===== config.mk =====
export PLATFORM = sky130hd
export DESIGN_NAME = scram_reg_file_flat
export DESIGN_NICKNAME = d
export VERILOG_FILES = /design/src/rtl/scram_pkg.sv /design/src/rtl/scram_reg_file_if.sv /design/src/rtl/scram_lane.sv /design/src/rtl/scram_reg_file.sv /design/src/flat_wrapper.sv
export SDC_FILE = /design/constraint.sdc
export NUM_CORES = 1
export LEC_CHECK = 0
export CAP_MARGIN = 20
export CORE_MARGIN = 2
export CORE_UTILIZATION = 48
export DETAILED_ROUTE_END_ITERATION = 8
export SLEW_MARGIN = 10
export SYNTH_ARGS = -nofsm -noshare
export SYNTH_HDL_FRONTEND = slang
export SYNTH_SLANG_ARGS = --single-unit

===== constraint.sdc =====
create_clock -name CLK -period 3.7 [get_ports CLK]
set_input_delay 0.74 -clock CLK [delete_from_list [all_inputs] [get_ports CLK]]
set_output_delay 0.74 -clock CLK [all_outputs]
set_load 0.02 [all_outputs]

===== src/rtl/scram_pkg.sv =====
// Shared types and lab permutation tables for the scrambling register file.
// Latency: none (declarations only).
// Backpressure: not applicable.
package scram_pkg;

    typedef enum logic [1:0] {
        MODE_REV  = 2'b00,
        MODE_ROL  = 2'b01,
        MODE_SCR  = 2'b10,
        MODE_DSCR = 2'b11
    } mode_e;

    typedef enum logic [1:0] {
        IDLE = 2'b00,
        RD   = 2'b01,
        WR   = 2'b10,
        FIN  = 2'b11
    } state_e;

    // Output bit n of a scrambled byte comes from input bit LAB_PERM[n].
    localparam logic [7:0][2:0] LAB_PERM = {3'd0, 3'd7, 3'd1, 3'd6, 3'd2, 3'd5, 3'd3, 3'd4};
    // Inverse table: LAB_INV[LAB_PERM[n]] == n.
    localparam logic [7:0][2:0] LAB_INV  = {3'd6, 3'd4, 3'd2, 3'd0, 3'd1, 3'd3, 3'd5, 3'd7};

endpackage


===== src/rtl/scram_reg_file_if.sv =====
// Host port and sweep control bundle; CHECKSUM exists only with SCRAM_CHECKSUM_EN.
// Latency: none (wires only).
// Backpressure: BUSY tells the host its accesses are being ignored.
interface scram_reg_file_if #(
    parameter int WIDTH = 8,
    parameter int DEPTH = 32
);
    localparam int ADDR_W = $clog2(DEPTH);

    logic              CS;
    logic              WS;
    logic              OE;
    logic [ADDR_W-1:0] ADDR;
    logic [WIDTH-1:0]  DIN;
    logic [WIDTH-1:0]  DOUT;
    logic              START;
    logic [1:0]        MODE;
    logic              BUSY;
    logic              DONE;
`ifdef SCRAM_CHECKSUM_EN
    logic [WIDTH-1:0]  CHECKSUM;
`endif

    modport master (
        output CS, WS, OE, ADDR, DIN, START, MODE,
`ifdef SCRAM_CHECKSUM_EN
        input  CHECKSUM,
`endif
        input  DOUT, BUSY, DONE
    );

    modport slave (
        input  CS, WS, OE, ADDR, DIN, START, MODE,
`ifdef SCRAM_CHECKSUM_EN
        output CHECKSUM,
`endif
        output DOUT, BUSY, DONE
    );
endinterface


===== src/rtl/scram_lane.sv =====
// One byte lane of the lab scramble (inv=0) or descramble (inv=1) permutation.
// Latency: combinational.
// Backpressure: none.
module scram_lane
    import scram_pkg::*;
(
    input  logic [7:0] lane_dat,
    input  logic       inv,
    output logic [7:0] perm_dat
);

    // Gather each output bit from the source bit named by the selected table.
    always_comb begin
        perm_dat = '0;
        for (int n = 0; n < 8; n++) begin
            perm_dat[n] = inv ? lane_dat[LAB_INV[n]] : lane_dat[LAB_PERM[n]];
        end
    end

endmodule


===== src/rtl/scram_reg_file.sv =====
// Register file with an in-place permutation sweep engine; SCRAM_CHECKSUM_EN adds a CHECKSUM of pre-sweep words.
// Latency: reads 1 cycle; a sweep takes 2*DEPTH+1 cycles (RD/WR per word, then FIN).
// Backpressure: host accesses are dropped while BUSY; START is ignored outside IDLE.
module scram_reg_file
    import scram_pkg::*;
#(
    parameter int WIDTH = 8,
    parameter int DEPTH = 32
) (
    input  logic             CLK,
    input  logic             RST_N,
    scram_reg_file_if.slave  bus
);

    localparam int ADDR_W = $clog2(DEPTH);
    localparam int LANES  = WIDTH / 8;

    logic [WIDTH-1:0]  mem_q [DEPTH];

    state_e            state_q, state_d;
    logic [ADDR_W-1:0] ptr_q, ptr_d;
    logic [WIDTH-1:0]  hold_q, hold_d;
    mode_e             mode_q, mode_d;
    logic [WIDTH-1:0]  dout_q, dout_d;
    logic [WIDTH-1:0]  csum_q, csum_d;

    logic              mem_we;
    logic [ADDR_W-1:0] mem_waddr;
    logic [WIDTH-1:0]  mem_wdat;
    logic [WIDTH-1:0]  lab_dat;
    logic [WIDTH-1:0]  perm_dat;
    logic              addr_ok;

    // Non-power-of-two depths leave holes at the top of the address space.
    assign addr_ok = (32'(bus.ADDR) < 32'(DEPTH));

    for (genvar g = 0; g < LANES; g++) begin : g_lane
        scram_lane u_lane (
            .lane_dat (hold_q[8*g +: 8]),
            .inv      (mode_q == MODE_DSCR),
            .perm_dat (lab_dat[8*g +: 8])
        );
    end

    // Select the permutation latched at sweep start.
    always_comb begin
        perm_dat = lab_dat;
        case (mode_q)
            MODE_REV: for (int i = 0; i < WIDTH; i++) perm_dat[i] = hold_q[WIDTH-1-i];
            MODE_ROL: perm_dat = {hold_q[WIDTH-2:0], hold_q[WIDTH-1]};
            default:  perm_dat = lab_dat;
        endcase
    end

    // Next-state logic: host port in IDLE, read/write-back walk otherwise.
    always_comb begin
        state_d   = state_q;
        ptr_d     = ptr_q;
        hold_d    = hold_q;
        mode_d    = mode_q;
        dout_d    = dout_q;
        csum_d    = csum_q;
        mem_we    = 1'b0;
        mem_waddr = ptr_q;
        mem_wdat  = perm_dat;
        case (state_q)
            IDLE: begin
                if (bus.CS && bus.WS) begin
                    if (addr_ok) begin
                        mem_we    = 1'b1;
                        mem_waddr = bus.ADDR;
                        mem_wdat  = bus.DIN;
                    end
                end else if (bus.CS && bus.OE) begin
                    dout_d = addr_ok ? mem_q[bus.ADDR] : '0;
                end
                // A same-cycle host write lands before the first RD sees memory.
                if (bus.START) begin
                    state_d = RD;
                    mode_d  = mode_e'(bus.MODE);
                    ptr_d   = '0;
                    csum_d  = '0;
                end
            end
            RD: begin
                hold_d  = mem_q[ptr_q];
`ifdef SCRAM_CHECKSUM_EN
                csum_d  = csum_q ^ mem_q[ptr_q];
`endif
                state_d = WR;
            end
            WR: begin
                mem_we = 1'b1;
                if (ptr_q == ADDR_W'(DEPTH - 1)) begin
                    state_d = FIN;
                end else begin
                    ptr_d   = ptr_q + 1'b1;
                    state_d = RD;
                end
            end
            default: state_d = IDLE;
        endcase
    end

    // Control and datapath registers with synchronous reset.
    always_ff @(posedge CLK) begin
        if (!RST_N) begin
            state_q <= IDLE;
            ptr_q   <= '0;
            hold_q  <= '0;
            mode_q  <= MODE_REV;
            dout_q  <= '0;
            csum_q  <= '0;
        end else begin
            state_q <= state_d;
            ptr_q   <= ptr_d;
            hold_q  <= hold_d;
            mode_q  <= mode_d;
            dout_q  <= dout_d;
            csum_q  <= csum_d;
        end
    end

    // Storage is not reset; a write in the reset cycle is dropped so an aborted sweep leaves no half-step.
    always_ff @(posedge CLK) begin
        if (RST_N && mem_we) begin
            mem_q[mem_waddr] <= mem_wdat;
        end
    end

    assign bus.DOUT = dout_q;
    assign bus.BUSY = (state_q != IDLE);
    assign bus.DONE = (state_q == FIN);
`ifdef SCRAM_CHECKSUM_EN
    assign bus.CHECKSUM = csum_q;
`endif

endmodule


===== src/flat_wrapper.sv =====
// flat-port wrapper written by rule: the top's interface ports become plain ports
module scram_reg_file_flat import scram_pkg::*;
#(
    parameter int WIDTH = 8,
    parameter int DEPTH = 32
)
  (CLK, RST_N, bus_CS, bus_WS, bus_OE, bus_ADDR, bus_DIN, bus_START, bus_MODE, bus_DOUT, bus_BUSY, bus_DONE);
  scram_reg_file_if #(.WIDTH(WIDTH), .DEPTH(DEPTH)) bus_i ();
  input  logic CLK;
  input  logic RST_N;
  input wire logic [$bits(bus_i.CS)-1:0] bus_CS;
  input wire logic [$bits(bus_i.WS)-1:0] bus_WS;
  input wire logic [$bits(bus_i.OE)-1:0] bus_OE;
  input wire logic [$bits(bus_i.ADDR)-1:0] bus_ADDR;
  input wire logic [$bits(bus_i.DIN)-1:0] bus_DIN;
  input wire logic [$bits(bus_i.START)-1:0] bus_START;
  input wire logic [$bits(bus_i.MODE)-1:0] bus_MODE;
  output wire logic [$bits(bus_i.DOUT)-1:0] bus_DOUT;
  output wire logic [$bits(bus_i.BUSY)-1:0] bus_BUSY;
  output wire logic [$bits(bus_i.DONE)-1:0] bus_DONE;
  assign bus_i.CS = bus_CS;
  assign bus_i.WS = bus_WS;
  assign bus_i.OE = bus_OE;
  assign bus_i.ADDR = bus_ADDR;
  assign bus_i.DIN = bus_DIN;
  assign bus_i.START = bus_START;
  assign bus_i.MODE = bus_MODE;
  assign bus_DOUT = bus_i.DOUT;
  assign bus_BUSY = bus_i.BUSY;
  assign bus_DONE = bus_i.DONE;
  scram_reg_file #(.WIDTH(WIDTH), .DEPTH(DEPTH)) u_core (.CLK(CLK), .RST_N(RST_N), .bus(bus_i));
endmodule

==> qor.csv <==
stage,metric,value,unit
status,status,completed,
global_routing,antenna_found_initial,1,
synth,synth_top_cell_area_share,56.18,%
synth,synthArstFlopShare,0,%
cells_and_area,final_area,0.01563,sq mm
sta,drv_slew,0,
critical_path,timing.rr.start,u_core.state_q[1],
power_and_ir_drop,ir_worst_vdd,0.3650,mV
synth,syn_area_per_cell,13.48,sq um
synth,yosys_warnings,0,
synth,synth_commonest_cells,"mux2i_1, edfxtp_1, a22oi_1, a21oi_1, nor2_1",
sta,hold_violations,0,
synth,ys_ff_latch,281,
sta,maxSlewHeadroom,27.12,%
floorplanning,start_util,48.98,%
sta,fin_crit,2.913,ns
clocking,htreeDepth,1,
clocking,post_cts_buffers,0,
global_routing,met3_usage,4.178,%
critical_path,cp-endpoint,u_core.mem_q[5][4],
hold_path,hold_class,reg -> reg,
critical_path,arrival,3.23,ns
clocking,insertion_delay,0.57,ns
sta,fmax,343.3,MHz
sta,rsz0062_at_grt,false,
cells_and_area,nets,1098,
routing,vias,9229,
routing,routedWlPerCell,27.49,um
synth,synth_area,0.01368,sq mm
sta,fin_worst_skew,0.02549,ns
global_routing,grt_overflow,0,
sta,setup_viol,0,
placed_design,place_ws,0.3084,ns
critical_path,required,4.01,ns
clocking,cts_resized,0,
cells_and_area,area_growth_syn_to_layout,14.23,%
synth,synth_most_common_cell,mux2i_1,
clocking,ctsHoldBuffers,0,
placed_design,hpwlAfterDp,27.37,mm
cells_and_area,final_util,55.95,%
critical_path,end_kind,flop,
cells_and_area,stdcell_count,1477,
routing,drc_errors,0,
floorplanning,core_area,0.02793,sq mm
synth,ys.flop_type,edfxtp_1,
routing,drtPass1Iterations,6,
synth,syn_inst,1015,
clocking,ctsRootBufferMaster,clkbuf_16,
routing,ant_nets,0,
synth,yosys.area.top_type,edfxtp_1,
global_routing,grt_pass1_wl,59.31,mm
placed_design,dpl_cell_area,0.01467,sq mm
floorplanning,rows,61,
routing,wl,40.61,mm
critical_path,crit_type,in -> reg,
floorplanning,dieArea,0.02987,sq mm
clocking,numCtsBuffers,29,
placed_design,gp_congestion,0.8763,
power_and_ir_drop,p_per_area,456.8,mW/mm^2
critical_path,critPathLaunchType,input port,
critical_path,rr_worst_depth,7,
power_and_ir_drop,p_leak,5.227,nW
synth,ys_top_cells_by_area,"edfxtp_1, mux2i_1, a22oi_1",
sta,tns,0,ns
cells_and_area,drive_gt1_share,12.84,%
placed_design,dp_cells,1421,
routing,drt_iter0_drc,1110,
placed_design,port_buffers,30,
sta,fin_ws,0.7872,ns
global_routing,grt_use_met2,40.98,%
sta,finalCritPeriodShare,78.72,%
routing,via_per_inst,6.248,
critical_path,worstSetupStartpoint,bus_WS,
synth,synth_edf_count,256,
critical_path,r2r_slack,1.08,ns
floorplanning,die_h,172.8,um
synth,seq_area_frac_synth,59.84,%
floorplanning,ioPinCount,31,
global_routing,grt_pass1_vias,9007,
critical_path,r2r_end,u_core.mem_q[5][4],
clocking,clk_pin_slew,0.07,ns
global_routing,grt_usage,26.77,%
synth,syn_nets,1038,
sta,worstMarginPinSlew,1.092,ns
clocking,cts_tree,done,
synth,post_synth_num_cell_types,38,
global_routing,grt_max_degree,57,
clocking,clk_path_buf_depth,3,
critical_path,path_max_fanout,15,
clocking,clock_sinks,281,
run,cap_violations,0,
floorplanning,die_x,172.8,um
global_routing,gr-usage-met1,38.52,%
global_routing,top_usage_layer,met2,
## area by class of cell
cell class	count	area (sq um)
multi-input combinational	655	5074
antenna	1	2.502
tap	378	473.0
timing repair buffer	106	929.6
inverter	2	7.507
fill	2353	12300
clock inverter	20	207.7
sequential	281	8192
clock buffer	34	744.5
## stage by stage
step           total power [mW]  hold WS, ns
6_report                  7.139       0.5687
5_1_grt                   7.329       0.5908
4_1_cts                   7.164       0.5664
3_5_place_dp              4.255       0.5473
3_3_place_gp              4.246       0.5475
2_1_floorplan             3.978       0.5072
## layout by cell type (no fill, tap or decap), types with 2 or more instances in the layout
cell / n
nor2_2: 3
a21boi_0: 4
mux2i_1: 264
clkinvlp_4: 3
inv_1: 2
nand2_1: 26
a22oi_1: 128
o211ai_1: 2
clkbuf_1: 5
clkinv_2: 9
a21oi_1: 86
nor3_1: 2
buf_4: 72
clkbuf_16: 29
o21ai_4: 4
nor2_1: 45
o21ai_1: 3
dfxtp_1: 24
nand2b_1: 8
nand3_1: 9
edfxtp_1: 256
clkdlybuf4s50_1: 29
or4_1: 16
bufinv_16: 4
nor3b_1: 5
nor2b_1: 8
clkinv_1: 3
buf_12: 3
nor2b_2: 4
or2_2: 2
o21ai_0: 20
and2_1: 3
ha_1: 2
## layer usage
layer	up-vias	routed length, um
li1	4104	-
met1	4604	17860
met2	426	18200
met3	93	2859
met4	2	1682
met5	-	14
## cell families (layout without fill, tap and decap cells)
| group | count (synthesis) | after routing | share of synthesized area, % |
|---|---|---|---|
| other | 0 | 1 | 0 |
| and+or+nand+nor | 134 | 134 | 4.920 |
| xor gates and xnor gates | 2 | 2 | 0.1280 |
| AOI/OAI and AO/OA | 251 | 251 | 11.70 |
| DFF | 281 | 281 | 59.84 |
| buffers and inverters | 79 | 162 | 3.676 |
| adders and majority gates | 2 | 2 | 0.1829 |
| muxes | 266 | 266 | 19.56 |
## power breakdown
group | leakage, nW | switching [mW] | total, mW | internal (mW)
sequential | 2.54 | 0.0284 | 3.59 | 3.56
clock | 0.465 | 1.23 | 2.94 | 1.71
combinational | 2.22 | 0.408 | 0.610 | 0.202
## state kept, by name, indices dropped and copies added, names as in the netlist
| name | cells |
|---|---|
| u_core.ptr_q | 5 |
| u_core.bus.DOUT | 8 |
| u_core.hold_q | 8 |
| u_core.mode_q | 2 |
| u_core.state_q | 2 |
| u_core.mem_q | 256 |
## worst min-delay path by stage
stage                     slack [ns]  cells past startpoint          endpoint              from
final                           0.57                      2  u_core.hold_q[0]  u_core.hold_q[0]
after global routing            0.59                      2  u_core.hold_q[0]  u_core.hold_q[0]
after CTS                       0.57                      2  u_core.hold_q[0]  u_core.hold_q[0]
after detailed placement        0.55                      2  u_core.hold_q[0]  u_core.hold_q[0]
after floorplan                 0.51                      2   u_core.ptr_q[4]   u_core.ptr_q[4]
after global placement          0.55                      2  u_core.hold_q[0]  u_core.hold_q[0]
## worst max-delay path, stage by stage
cell,delay (ns)
clkdlybuf4s50_1,0.52
nor4bb_4,0.57
buf_4,0.35
nor3b_1,0.08
o21ai_1,0.46
buf_4,0.25
nor2_1,0.06
buf_4,0.18
(Power assumes the default switching activity.)
==> patch, RTL diff (same flow settings) <==
`hold_q`, `dout_q` and `csum_q` no longer have a reset.
--- a/src/rtl/scram_reg_file.sv
+++ b/src/rtl/scram_reg_file.sv
@@ -107,18 +107,18 @@
         if (!RST_N) begin
             state_q <= IDLE;
             ptr_q   <= '0;
-            hold_q  <= '0;
             mode_q  <= MODE_REV;
-            dout_q  <= '0;
-            csum_q  <= '0;
         end else begin
             state_q <= state_d;
             ptr_q   <= ptr_d;
-            hold_q  <= hold_d;
             mode_q  <= mode_d;
-            dout_q  <= dout_d;
-            csum_q  <= csum_d;
         end
+    end
+
+    always_ff @(posedge CLK) begin
+        hold_q <= hold_d;
+        dout_q <= dout_d;
+        csum_q <= csum_d;
     end
 
     // Storage is not reset; a write in the reset cycle is dropped so an aborted sweep leaves no half-step.
Check against the original RTL: differs if RST_N is asserted again (counterexample within 4 cycles, from zero or initial values and one cycle with RST_N low); with RST_N held inactive, the same outputs for 4 cycles.
==> patch against the original RTL <==
Sequential cell count stayed put. Total power fell by 1.3%. Setup slack worse by 0.015 ns. Utilization is 0.15 points higher. First-iteration DRC count decreased by 14%. Area after synthesis down 3.4%. Cell area shrank 3.0%. Via count is 20% lower. Wire length is 9.5% lower. Critical path type unchanged. Critical endpoint is now u_core.mem_q[1][2]$_DFFE_PP_. Largest power group unchanged.
==> patch: results (changes against the original RTL) <==
- Starting DRT DRC Count: 951 (-14%)
- Terminus of the critical flop-to-flop path: u_core.hold_q[4]$_DFFE_PN_
- The switching power as a share of total power is 21.9% (-1.5 points).
* Clock tree skew after final layout: 0.0141 ns (-0.0114 ns)
- Net count of the mapped netlist: 682 (-34%)
* Largest net degree at the start of global routing: 41 (-28%)
- The reg2reg setup slack is 0.88 ns (-0.20 ns).
* Reg area: 8360 sq um (+2.0%)
- The ratio of cells with drive above 1 in the final layout is 38.2% (+25 points).
* Largest fanout of any net on the critical path: 9 (-6)
- The data arrival time of the worst path was 3.09 ns (-0.14 ns).
* Pleak: 4.63 nW (-11%)
* Launch instance of the worst register-to-register path: u_core.ptr_q[1]$_SDFFE_PN0P_
* Post-synth EDFFs: 272 (+6.3%)
* Minimum clock period after layout: 2.93 ns (+0.0147 ns)
- The routed length on met2 came to 17.0 mm (-6.5%).
- Status: finished, final reports clean
- Routability congestion estimate: 0.914 (+4.3%)
- The total global-route track usage is 26.3% (-0.45 points).
- For this design, the slowest cell found on the critical path is sky130_fd_sc_hd__nor2_1.
- The number of detailed-route iterations in the first pass is 7 (+1).
* Capturing element of the worst setup path: u_core.mem_q[1][2]$_DFFE_PP_
* Cell Area, Placed: 14200 sq um (-3.1%)
- Total length of routed wires: 36.7 mm (-9.5%)
- Vias in the first global route: 7556 (-16%)
- Seq/Total Area, Yosys: 63.2% (+3.3 points)
* Clock network fraction of total power: 41.8% (+0.6 points)
- CP top delay family: simple AND/OR/NAND/NOR gates
- The commonest cells after synthesis are 272 x sky130_fd_sc_hd__edfxtp_1, 162 x sky130_fd_sc_hd__mux4_2, 42 x sky130_fd_sc_hd__nor2_1.
- The count of antenna diodes in the layout is 0 (-1).
- Instance count after placement with tap cells included: 1030 (-28%)
- Detailed-route wire length on metal 1: 14.7 mm (-18%)
* Highest cell delay on the worst timing path: 0.77 ns (+0.20 ns)
* DR WL met3: 3.24 mm (+13%)
- Instance count of the mapped netlist: 659 (-35%)
- The detailed placer's ending HPWL came to 25.0 mm (-8.8%).
- The post-placement worst setup slack came to 0.204 ns (-0.104 ns).
- The worst hold path begins at u_core.mode_q[0]$_SDFFE_PN0P_.
* Global-route met2 utilization: 40.5% (-0.52 points)
- Global routing usage on met3: 5.30% (+1.1 points)
- The number of buffers created by CTS is 30 (+3.4%).
- For hold timing, the worst endpoint is u_core.mode_q[0]$_SDFFE_PN0P_.
- Total Nets Final: 744 (-32%)
* Largest cells by area after synthesis: sky130_fd_sc_hd__edfxtp_1 62%, sky130_fd_sc_hd__mux4_2 28%, sky130_fd_sc_hd__mux2_2 1.4%
==> patch: changes by cell type after synthesis, sizes merged, moves of 5 or more <==
cell	delta
nor2b	-7
mux4	+161
dfxtp	-16
or4	-16
mux2	+16
a31oi	+5
o21ai	-15
edfxtp	+16
buf	-30
nand3	-5
a21oi	-79
nor2	-6
mux2i	-260
a22oi	-128
==> patch: area by class of cell <==
| type | instances | area share (%) |
|---|---|---|
| repair buffers | 81 | 5.03 |
| clock buffers | 36 | 5.24 |
| flip-flops and latches | 281 | 55.1 |
| well taps | 341 | 2.81 |
| inverters | 4 | 0.0990 |
| multi-input cells | 323 | 30.7 |
| clock inverters | 14 | 1.01 |
==> patch: kinds of logic after synthesis <==
| group | synth area share [%] |
|---|---|
| XOR/XNOR | 0.0663 |
| multiplexers | 29.4 |
| flip-flops | 63.2 |
| AND/OR/NAND/NOR | 3.84 |
| AO/OA/AOI/OAI | 1.52 |
| adder cells (fa/ha/maj) | 0.189 |
| buffers and inverters | 1.83 |
